<file path="src/rtl/game_sequencer_if.sv">
// Signal bundle between the tic-tac-toe round controller and the rest of the game:
// move entry, board register, win checker and score updater.
interface game_sequencer_if;
    logic       start_btn;
    logic       player_symbol;
    logic       player_move_valid;
    logic [3:0] player_cell;
    logic       cpu_move_valid;
    logic [3:0] cpu_cell;
    logic [8:0] board_occupied;
    logic [5:0] winning;
    logic       update_done;
    logic       gameover;
    logic [2:0] state;
    logic       cell_we;
    logic [3:0] cell_addr;
    logic       cell_symbol;
    logic       board_clear;
    logic       cpu_req;
    logic       illegal_move;
    logic       turn_timeout;

    modport master (
        input  start_btn, player_symbol, player_move_valid, player_cell,
        input  cpu_move_valid, cpu_cell, board_occupied, winning, update_done, gameover,
        output state, cell_we, cell_addr, cell_symbol, board_clear, cpu_req,
        output illegal_move, turn_timeout
    );

    modport slave (
        output start_btn, player_symbol, player_move_valid, player_cell,
        output cpu_move_valid, cpu_cell, board_occupied, winning, update_done, gameover,
        input  state, cell_we, cell_addr, cell_symbol, board_clear, cpu_req,
        input  illegal_move, turn_timeout
    );
endinterface

</file>
<file path="src/rtl/game_sequencer.sv">
// Round/turn controller for tic-tac-toe: arbitrates board writes between the player and
// the computer, and sequences win checking, score update, board refresh and game over.
module game_sequencer #(
    parameter int unsigned CHECK_CYCLES   = 4,
    parameter int unsigned REFRESH_CYCLES = 8,
    parameter logic [23:0] TURN_TIMEOUT   = 24'd5_000_000,
    parameter int unsigned UPD_MIN_CYCLES = 2
) (
    input  logic             clk,
    input  logic             rst,
    game_sequencer_if.master bus
);
    typedef enum logic [2:0] {
        START_GAME     = 3'b000,
        PLAYER_TURN    = 3'b001,
        CPU_TURN       = 3'b010,
        CHECKING       = 3'b011,
        REFRESHING     = 3'b100,
        UPDATING_SCORE = 3'b101,
        GAME_OVER      = 3'b110
    } state_t;

    localparam logic [23:0] CHECK_LAST   = 24'(CHECK_CYCLES - 1);
    localparam logic [23:0] REFRESH_LAST = 24'(REFRESH_CYCLES - 1);
    localparam logic [23:0] TIMEOUT_LAST = TURN_TIMEOUT - 24'd1;
    localparam logic [23:0] UPD_MIN      = 24'(UPD_MIN_CYCLES);

    state_t      state_reg, state_next;
    logic [23:0] cnt_reg, cnt_next;
    logic        symbol_reg, symbol_next;
    logic        first_cpu_reg, first_cpu_next;
    logic        last_cpu_reg, last_cpu_next;
    logic        cell_we_reg, cell_we_next;
    logic [3:0]  cell_addr_reg, cell_addr_next;
    logic        cell_symbol_reg, cell_symbol_next;
    logic        board_clear_reg, board_clear_next;
    logic        cpu_req_reg, cpu_req_next;
    logic        illegal_reg, illegal_next;
    logic        timeout_reg, timeout_next;

    // Free-cell lookup padded to 16 entries so out-of-range cells (9..15) read as taken.
    logic [15:0] free_mask;
    generate
        for (genvar gi = 0; gi < 16; gi++) begin : g_free
            if (gi < 9) begin : g_cell
                assign free_mask[gi] = ~bus.board_occupied[gi];
            end else begin : g_pad
                assign free_mask[gi] = 1'b0;
            end
        end
    endgenerate

    logic player_legal, cpu_legal, board_full, unused_bits;
    assign player_legal = bus.player_move_valid & free_mask[bus.player_cell];
    assign cpu_legal    = bus.cpu_move_valid & free_mask[bus.cpu_cell];
    assign board_full   = &bus.board_occupied;
    assign unused_bits  = ^bus.winning[4:0];

    always_comb begin
        state_next       = state_reg;
        symbol_next      = symbol_reg;
        first_cpu_next   = first_cpu_reg;
        last_cpu_next    = last_cpu_reg;
        cell_we_next     = 1'b0;
        cell_addr_next   = cell_addr_reg;
        cell_symbol_next = cell_symbol_reg;
        illegal_next     = 1'b0;
        timeout_next     = 1'b0;
        case (state_reg)
            START_GAME: begin
                if (bus.start_btn) begin
                    symbol_next    = bus.player_symbol;
                    first_cpu_next = 1'b0;
                    state_next     = PLAYER_TURN;
                end
            end
            PLAYER_TURN: begin
                // A legal move on the expiry cycle takes priority over the forfeit.
                if (player_legal) begin
                    cell_we_next     = 1'b1;
                    cell_addr_next   = bus.player_cell;
                    cell_symbol_next = symbol_reg;
                    last_cpu_next    = 1'b0;
                    state_next       = CHECKING;
                end else begin
                    illegal_next = bus.player_move_valid;
                    if (cnt_reg == TIMEOUT_LAST) begin
                        timeout_next  = 1'b1;
                        last_cpu_next = 1'b0;
                        state_next    = CPU_TURN;
                    end
                end
            end
            CPU_TURN: begin
                if (cpu_legal) begin
                    cell_we_next     = 1'b1;
                    cell_addr_next   = bus.cpu_cell;
                    cell_symbol_next = ~symbol_reg;
                    last_cpu_next    = 1'b1;
                    state_next       = CHECKING;
                end
            end
            CHECKING: begin
                if (cnt_reg == CHECK_LAST) begin
                    // A full board the checker did not flag is still the end of the round.
                    if (bus.winning[5] || board_full) begin
                        state_next = UPDATING_SCORE;
                    end else if (last_cpu_reg) begin
                        state_next = PLAYER_TURN;
                    end else begin
                        state_next = CPU_TURN;
                    end
                end
            end
            UPDATING_SCORE: begin
                if (bus.update_done && (cnt_reg >= UPD_MIN)) begin
                    if (bus.gameover) begin
                        state_next = GAME_OVER;
                    end else begin
                        first_cpu_next = ~first_cpu_reg;
                        state_next     = REFRESHING;
                    end
                end
            end
            REFRESHING: begin
                if (cnt_reg == REFRESH_LAST) begin
                    state_next = first_cpu_reg ? CPU_TURN : PLAYER_TURN;
                end
            end
            GAME_OVER: begin
                if (bus.start_btn) begin
                    state_next = START_GAME;
                end
            end
            default: state_next = START_GAME;
        endcase

        // One shared dwell/timeout counter: zero on entry to a state, saturating while in it.
        if (state_next != state_reg) begin
            cnt_next = 24'd0;
        end else if (cnt_reg != 24'hFF_FFFF) begin
            cnt_next = cnt_reg + 24'd1;
        end else begin
            cnt_next = cnt_reg;
        end

        board_clear_next = (state_next == START_GAME) || (state_next == REFRESHING);
        cpu_req_next     = (state_next == CPU_TURN);
    end

    always_ff @(posedge clk) begin
        if (rst) begin
            state_reg       <= START_GAME;
            cnt_reg         <= 24'd0;
            symbol_reg      <= 1'b0;
            first_cpu_reg   <= 1'b0;
            last_cpu_reg    <= 1'b0;
            cell_we_reg     <= 1'b0;
            cell_addr_reg   <= 4'd0;
            cell_symbol_reg <= 1'b0;
            board_clear_reg <= 1'b1;
            cpu_req_reg     <= 1'b0;
            illegal_reg     <= 1'b0;
            timeout_reg     <= 1'b0;
        end else begin
            state_reg       <= state_next;
            cnt_reg         <= cnt_next;
            symbol_reg      <= symbol_next;
            first_cpu_reg   <= first_cpu_next;
            last_cpu_reg    <= last_cpu_next;
            cell_we_reg     <= cell_we_next;
            cell_addr_reg   <= cell_addr_next;
            cell_symbol_reg <= cell_symbol_next;
            board_clear_reg <= board_clear_next;
            cpu_req_reg     <= cpu_req_next;
            illegal_reg     <= illegal_next;
            timeout_reg     <= timeout_next;
        end
    end

    assign bus.state        = state_reg;
    assign bus.cell_we      = cell_we_reg;
    assign bus.cell_addr    = cell_addr_reg;
    assign bus.cell_symbol  = cell_symbol_reg;
    assign bus.board_clear  = board_clear_reg;
    assign bus.cpu_req      = cpu_req_reg;
    assign bus.illegal_move = illegal_reg;
    assign bus.turn_timeout = timeout_reg;
endmodule

</file>
<file path="src/flat_wrapper.sv">
// flat-port wrapper written by rule: the top's interface ports become plain ports
module game_sequencer_flat 
#(
    parameter int unsigned CHECK_CYCLES   = 4,
    parameter int unsigned REFRESH_CYCLES = 8,
    parameter logic [23:0] TURN_TIMEOUT   = 24'd5_000_000,
    parameter int unsigned UPD_MIN_CYCLES = 2
)
  (clk, rst, bus_start_btn, bus_player_symbol, bus_player_move_valid, bus_player_cell, bus_cpu_move_valid, bus_cpu_cell, bus_board_occupied, bus_winning, bus_update_done, bus_gameover, bus_state, bus_cell_we, bus_cell_addr, bus_cell_symbol, bus_board_clear, bus_cpu_req, bus_illegal_move, bus_turn_timeout);
  game_sequencer_if bus_i ();
  input  logic clk;
  input  logic rst;
  input wire logic [$bits(bus_i.start_btn)-1:0] bus_start_btn;
  input wire logic [$bits(bus_i.player_symbol)-1:0] bus_player_symbol;
  input wire logic [$bits(bus_i.player_move_valid)-1:0] bus_player_move_valid;
  input wire logic [$bits(bus_i.player_cell)-1:0] bus_player_cell;
  input wire logic [$bits(bus_i.cpu_move_valid)-1:0] bus_cpu_move_valid;
  input wire logic [$bits(bus_i.cpu_cell)-1:0] bus_cpu_cell;
  input wire logic [$bits(bus_i.board_occupied)-1:0] bus_board_occupied;
  input wire logic [$bits(bus_i.winning)-1:0] bus_winning;
  input wire logic [$bits(bus_i.update_done)-1:0] bus_update_done;
  input wire logic [$bits(bus_i.gameover)-1:0] bus_gameover;
  output wire logic [$bits(bus_i.state)-1:0] bus_state;
  output wire logic [$bits(bus_i.cell_we)-1:0] bus_cell_we;
  output wire logic [$bits(bus_i.cell_addr)-1:0] bus_cell_addr;
  output wire logic [$bits(bus_i.cell_symbol)-1:0] bus_cell_symbol;
  output wire logic [$bits(bus_i.board_clear)-1:0] bus_board_clear;
  output wire logic [$bits(bus_i.cpu_req)-1:0] bus_cpu_req;
  output wire logic [$bits(bus_i.illegal_move)-1:0] bus_illegal_move;
  output wire logic [$bits(bus_i.turn_timeout)-1:0] bus_turn_timeout;
  assign bus_i.start_btn = bus_start_btn;
  assign bus_i.player_symbol = bus_player_symbol;
  assign bus_i.player_move_valid = bus_player_move_valid;
  assign bus_i.player_cell = bus_player_cell;
  assign bus_i.cpu_move_valid = bus_cpu_move_valid;
  assign bus_i.cpu_cell = bus_cpu_cell;
  assign bus_i.board_occupied = bus_board_occupied;
  assign bus_i.winning = bus_winning;
  assign bus_i.update_done = bus_update_done;
  assign bus_i.gameover = bus_gameover;
  assign bus_state = bus_i.state;
  assign bus_cell_we = bus_i.cell_we;
  assign bus_cell_addr = bus_i.cell_addr;
  assign bus_cell_symbol = bus_i.cell_symbol;
  assign bus_board_clear = bus_i.board_clear;
  assign bus_cpu_req = bus_i.cpu_req;
  assign bus_illegal_move = bus_i.illegal_move;
  assign bus_turn_timeout = bus_i.turn_timeout;
  game_sequencer #(.CHECK_CYCLES(CHECK_CYCLES), .REFRESH_CYCLES(REFRESH_CYCLES), .TURN_TIMEOUT(TURN_TIMEOUT), .UPD_MIN_CYCLES(UPD_MIN_CYCLES)) u_core (.clk(clk), .rst(rst), .bus(bus_i));
endmodule
</file>
<file path="config.mk">
export PLATFORM = sky130hd
export DESIGN_NAME = game_sequencer_flat
export DESIGN_NICKNAME = d
export VERILOG_FILES = /design/src/rtl/game_sequencer_if.sv /design/src/rtl/game_sequencer.sv /design/src/flat_wrapper.sv
export SDC_FILE = /design/constraint.sdc
export NUM_CORES = 1
export LEC_CHECK = 0
export ABC_CLOCK_PERIOD_IN_PS = 2710
export BUFFER_PORTS_ARGS = -buffer_cell sky130_fd_sc_hd__buf_2
export CAP_MARGIN = 20
export CORE_ASPECT_RATIO = 1.25
export CORE_MARGIN = 10
export CORE_UTILIZATION = 30
export DETAILED_ROUTE_END_ITERATION = 10
export MAX_ROUTING_LAYER = met4
export PLACE_DENSITY = 0.56
export SYNTH_ARGS = -nofsm -noshare
export SYNTH_HDL_FRONTEND = slang
export SYNTH_SLANG_ARGS = --single-unit
</file>
<file path="constraint.sdc">
create_clock -name clk -period 2.71 [get_ports clk]
set_input_delay 0.542 -clock clk [delete_from_list [all_inputs] [get_ports clk]]
set_output_delay 0.542 -clock clk [all_outputs]
set_load 0.01 [all_outputs]
</file>
Word level (Yosys, flattened, before mapping)
Cells that the tools add are included.
{"block": "word_totals", "inputBits": 31, "ramBits": 0, "ff_bits": 40, "latch_bits": 0, "romBits": 0, "n_memories": 0}
{"block": "classes", "n_mux": 35, "n_div": 0, "n_mul": 0, "n_bitwise": 14, "eq_ne": 19, "n_reduce_logical": 14, "shift": 0, "add_sub_neg": 1, "n_lt_le_gt_ge": 3}
{"operator": "$mux 3", "n": 9}
{"operator": "$add 24x1->24 const B", "n": 1}
{"operator": "$eq 24x2->1 const B", "n": 1}
{"operator": "$eq 24x23->1 const B", "n": 1}
{"operator": "$eq 24x3->1 const B", "n": 1}
{"operator": "$ge 24x2->1 const B", "n": 1}
{"operator": "$ne 24x24->1 const B", "n": 1}
{"operator": "$pmux 3 s7", "n": 1}
{"operator": "$mux 1", "n": 13}
{"operator": "$eq 3x3->1 const B", "n": 4}
{"operator": "$not 1->1", "n": 12}
{"operator": "$lt 4x5->1 const B", "n": 2}
{"operator": "$eq 3x2->1 const B", "n": 3}
{"operator": "$reduce_and 9->1", "n": 1}
{"operator": "$bmux 1 s4", "n": 2}
{"operator": "$mux 4", "n": 2}
{"operator": "$pmux 1 s2", "n": 4}
{"operator": "$pmux 4 s2", "n": 1}
{"operator": "$logic_not 3->1", "n": 2}
{"operator": "$mux 2", "n": 3}
{"operator": "$ne 2x1->1 const B", "n": 3}
{"operator": "$reduce_and 3->1", "n": 2}
{"operator": "$ne 2x2->1 const B", "n": 2}
{"operator": "$reduce_and 4->1", "n": 1}
{"operator": "other kinds (10)", "n": 13}

Depth between registers and ports, before layout
{"block": "depth", "ltp_word": 8, "ltp_mapped": 10, "depth_no_buf": 8}

Worst setup path before layout
No wires, ideal clock.
{"block": "synth_path", "path_type": "register -> register", "startpoint": "reg u_core.cnt_reg[16]", "endpoint": "reg u_core.cnt_reg[0]", "arrival_time_ps": 2210, "stages_incl_launch_ff": 9, "synth_period_minus_slack_ps": 2325, "required_ps": 2594, "setup_slack_ps": 385, "cell_sequence": "dfxtp_1 -> nor4_2 -> nand2_1 -> or4b_1 -> o211ai_2 -> mux2_4 -> nand4_4 -> buf_6 -> nor2_1"}
{"block": "synth_via", "elab_chain_cells": 6}
{"element": "from (decl)", "line": "game_sequencer.sv:29", "rtl": "logic [23:0] cnt_reg, cnt_next;"}
{"element": "from (signal assigned)", "line": "game_sequencer.sv:167", "rtl": "cnt_reg <= cnt_next;"}
{"element": "$ge 24x2->1 / $eq 24x23->1 (equally long branches)", "line": "game_sequencer.sv:116, game_sequencer.sv:87"}
{"element": "$logic_and 1x1->1 / $mux 3 (equally long branches)", "line": "game_sequencer.sv:116, game_sequencer.sv:87"}
{"element": "$mux 3 (on tied branches)", "line": "game_sequencer.sv:116, game_sequencer.sv:79"}
{"element": "$pmux 3 s7", "line": "game_sequencer.sv:69", "rtl": "case (state_reg)"}
{"element": "$ne 3x3->1", "line": "game_sequencer.sv:139", "rtl": "if (state_next != state_reg) begin"}
{"element": "$reduce_or 2->1 (no source line)"}
Parallel ways exist; a longest one is shown, timed or not.
A chain may end at the register's enable or synchronous reset.

Worst setup path in the final report
{"block": "layout_path", "startpoint": "reg u_core.cnt_reg[6]", "endpoint": "reg u_core.cnt_reg[0]"}
The elaborated chain is that of the path after synthesis.

==> results.cfg <==
[pwr]
p_per_area_mw_per_mm2 = 490
power_uw = 1460
static-leakage-power_uw = 0.00117
largest_vdd_supply_drop_mv = 0.211

[layout]
largest_reg_flops = 24
regArea_um2 = 801
post_route_cells_drive_above_1_share_pct = 25.9
num-fill-cells = 815
multiInputGateArea_mm2 = 0.00156
area_growth_syn_to_layout_pct = 23.7
finish.cell_count_without_fillers = 447
design.final.nets = 384
insertedDiodeCount = 0

[clock_network]
cts_made_buffers = 5
clock_latency_ns = 0.30
clock_tree.root_cell = sky130_fd_sc_hd__clkbuf_8
tritoncts_num_sinks = 40
cts-root-to-sink-buffers = 2
cts_htree_levels = 2
clkSlewWorstSetupHoldPaths_ns = 0.08
cts_tree = built

[yosys]
synth.yosys.seq_area_share_pct = 33.4
syn_nets = 323
synth_cell_types = 57
synth-async-reset-ratio_pct = 0
synth.yosys.warnings = 0
ys_seq_elements = 40
synth_top_flop_cell = sky130_fd_sc_hd__dfxtp_1
synth_edf_count = 0
synth_area_mm2 = 0.00240
syn_avg_cell_area_um2 = 8.28
post_synth_inst_count = 290

[routing]
dr.pass1.iters = 4
first_iter_violations = 122
wirelength_mm = 6.85
vias_per_cell = 5.25
routedWlPerCell_um = 15.3
post-route-drc-count = 0
count_of_vias_placed_by_the_detailed_router = 2347
drt.antenna.violating_nets = 0

[placement]
placement.io_buffers = 38
place.detailed.instances = 435
gpl.final_weighted_congestion = 0.934
dp_hpwl_mm = 5.25

[sta]
grt_setup_unrepaired = no
post-route-period-util_pct = 94.3
max_freq_mhz = 391
fin_hold_ws_ns = 0.477
report.final.hold_viol_count = 0
max-slew-margin-rel_pct = 65.6
clock-skew-final_ns = 0.00674
clock_period_minus_final_worst_setup_slack_ns = 2.56
slew_viol_final = 0
worst-slew-pin-transition_ns = 0.516
finalSetupViolations = 0

[critical_path]
critical_path_buf_inv_count = 1
path_cells = nor4_4, nand4_2, or4b_1, o211ai_2, mux2_4, nand4_4, buf_4, nor2_1
worst_setup_path_end_kind = flop
crit_slowest_cell = sky130_fd_sc_hd__or4b_1
path_class = flop to flop
timing.critical_path.fanout_max = 8
cpLargestDelayFamily = simple AND/OR/NAND/NOR gates
critical-path-max-stage-delay_ns = 0.59
worstPathArrival_ns = 2.75
timing.reg2reg.setup_slack_ns = 0.15
cp.required_ns = 2.90
worstSetupStartpointType = flop

[grt]
grt_usage_pct = 11.6
antenna_found_initial = 0
grt_overflow_total = 0
grt_first_pass_wirelength_mm = 11.3
grt_start_max_net_pins = 15
vias_in_the_first_global_route = 2299

[floorplanning]
core_mm2 = 0.00779
placement_rows = 36
floorplan.io_pins = 44
dieWidth_um = 100
initial_utilization_pct = 30.8
dieHeight_um = 120
die_area_mm2 = 0.0120

[status]
run_status = finished clean

[run]
max-cap-violations = 0

[min_path]
worst_hold_path_type = input port to flop
==> worst min-delay path: stages <==
cell and delay [ns]:
sky130_fd_sc_hd__buf_2 0.08, sky130_fd_sc_hd__mux2i_1 0.05, sky130_fd_sc_hd__nor2_1 0.07
==> layout by cell type (no fill, tap or decap), types with 8 or more instances in the layout <==
cell type                 count
sky130_fd_sc_hd__buf_2       38
sky130_fd_sc_hd__nor2_1      54
sky130_fd_sc_hd__and2_1       8
sky130_fd_sc_hd__dfxtp_1     40
sky130_fd_sc_hd__xor2_1      15
sky130_fd_sc_hd__nand3_1     17
sky130_fd_sc_hd__nand2_1     22
sky130_fd_sc_hd__nand4_1     14
sky130_fd_sc_hd__a21oi_1     13
sky130_fd_sc_hd__buf_4       25
sky130_fd_sc_hd__mux2i_1     11
==> routing by layer <==
layer | track usage, % | vias to the layer above | wire length [um] | part of all wire (%)
met5 | - | - | 0 | 0
met4 | 4.87 | 0 | 129 | 1.9
met3 | 3.50 | 9 | 472 | 6.9
met2 | 19.0 | 60 | 3290 | 48
met1 | 12.8 | 1088 | 2960 | 43
li1 | - | 1190 | - | -
==> Yosys cell counts, drive strengths merged, types with 2 or more instances <==
master / count / area (um^2)
nor2b: 2 / 12.5
nor3b: 2 / 20.0
nand2b: 2 / 12.5
nand4: 16 / 121
buf: 5 / 46.3
mux2i: 11 / 110
or3: 4 / 27.5
nor3: 2 / 10.0
nand3: 17 / 85.1
nand2: 22 / 82.6
a211oi: 5 / 37.5
nor4: 7 / 56.3
dfxtp: 40 / 801
o31ai: 6 / 45.0
xor2: 15 / 131
nor2: 54 / 203
and2: 9 / 57.6
inv: 5 / 18.8
and3: 6 / 37.5
a221oi: 3 / 26.3
clkbuf: 5 / 28.8
o21ai: 2 / 10.0
or4b: 2 / 20.0
ha: 2 / 25.0
a21oi: 13 / 65.1
a31oi: 2 / 12.5
xnor2: 6 / 52.6
nor4bb: 2 / 20.0
o41ai: 2 / 17.5
and4: 3 / 26.3
==> layout make-up <==
cell class | count | area share (%)
Timing Repair Buffer | 63 | 12.7
Tap cell | 95 | 4.00
Multi-Input combinational cell | 236 | 52.4
Clock inverter | 2 | 0.505
Sequential cell | 40 | 27.0
Clock buffer | 6 | 2.78
Inverter | 5 | 0.632
==> final timing paths <==
check                                        startpoint                 endpoint  cells past startpoint
worst max register to register        u_core.cnt_reg[6]        u_core.cnt_reg[0]                      8
worst min-delay path                  bus_player_symbol        u_core.symbol_reg                      3
worst max-delay path                  u_core.cnt_reg[6]        u_core.cnt_reg[0]                      8
worst min register to register  u_core.bus.cell_addr[2]  u_core.bus.cell_addr[2]                      2
==> kinds of logic (layout without fill, tap and decap cells) <==
group | count (synthesis) | in the layout | synth area share, %
compound gates | 43 | 43 | 12.7
xor+xnor | 21 | 21 | 7.66
fa+ha+maj | 2 | 2 | 1.04
buf+inv | 15 | 76 | 3.91
flops | 40 | 40 | 33.4
mux | 13 | 13 | 6.15
simple gates | 156 | 157 | 35.2
==> timing repair <==
item | in CTS | in global routing
pin swaps | 1 | 2
hold buffers | 0 | 0
buffers inserted | 0 | 3
resized for setup | 0 | 5
cloned | 1 | 0
setup endpoints to repair | 3 | 24
hold endpoints to repair | 0 | 0
==> where the power goes <==
part           internal [uW]  switching, uW  total [uW]
logic                    174            210         384
registers                615           33.2         649
clock network            206            217         424
total                    996            461        1460
==> through the flow <==
stage                     utilization [%]  setup slack, ns  instance area [um^2]  setup TNS [ns]
after global routing                 38.1          0.00557                  2970               0
final                                38.1            0.154                  2970               0
after global placement               35.9          -0.0996                  2800          -0.223
after CTS                            37.3           0.0518                  2910               0
after floorplan                         -            0.385                  2400               0
after detailed placement             35.9          -0.0951                  2800          -0.218
No activity file was read; power rests on OpenSTA's default activity.
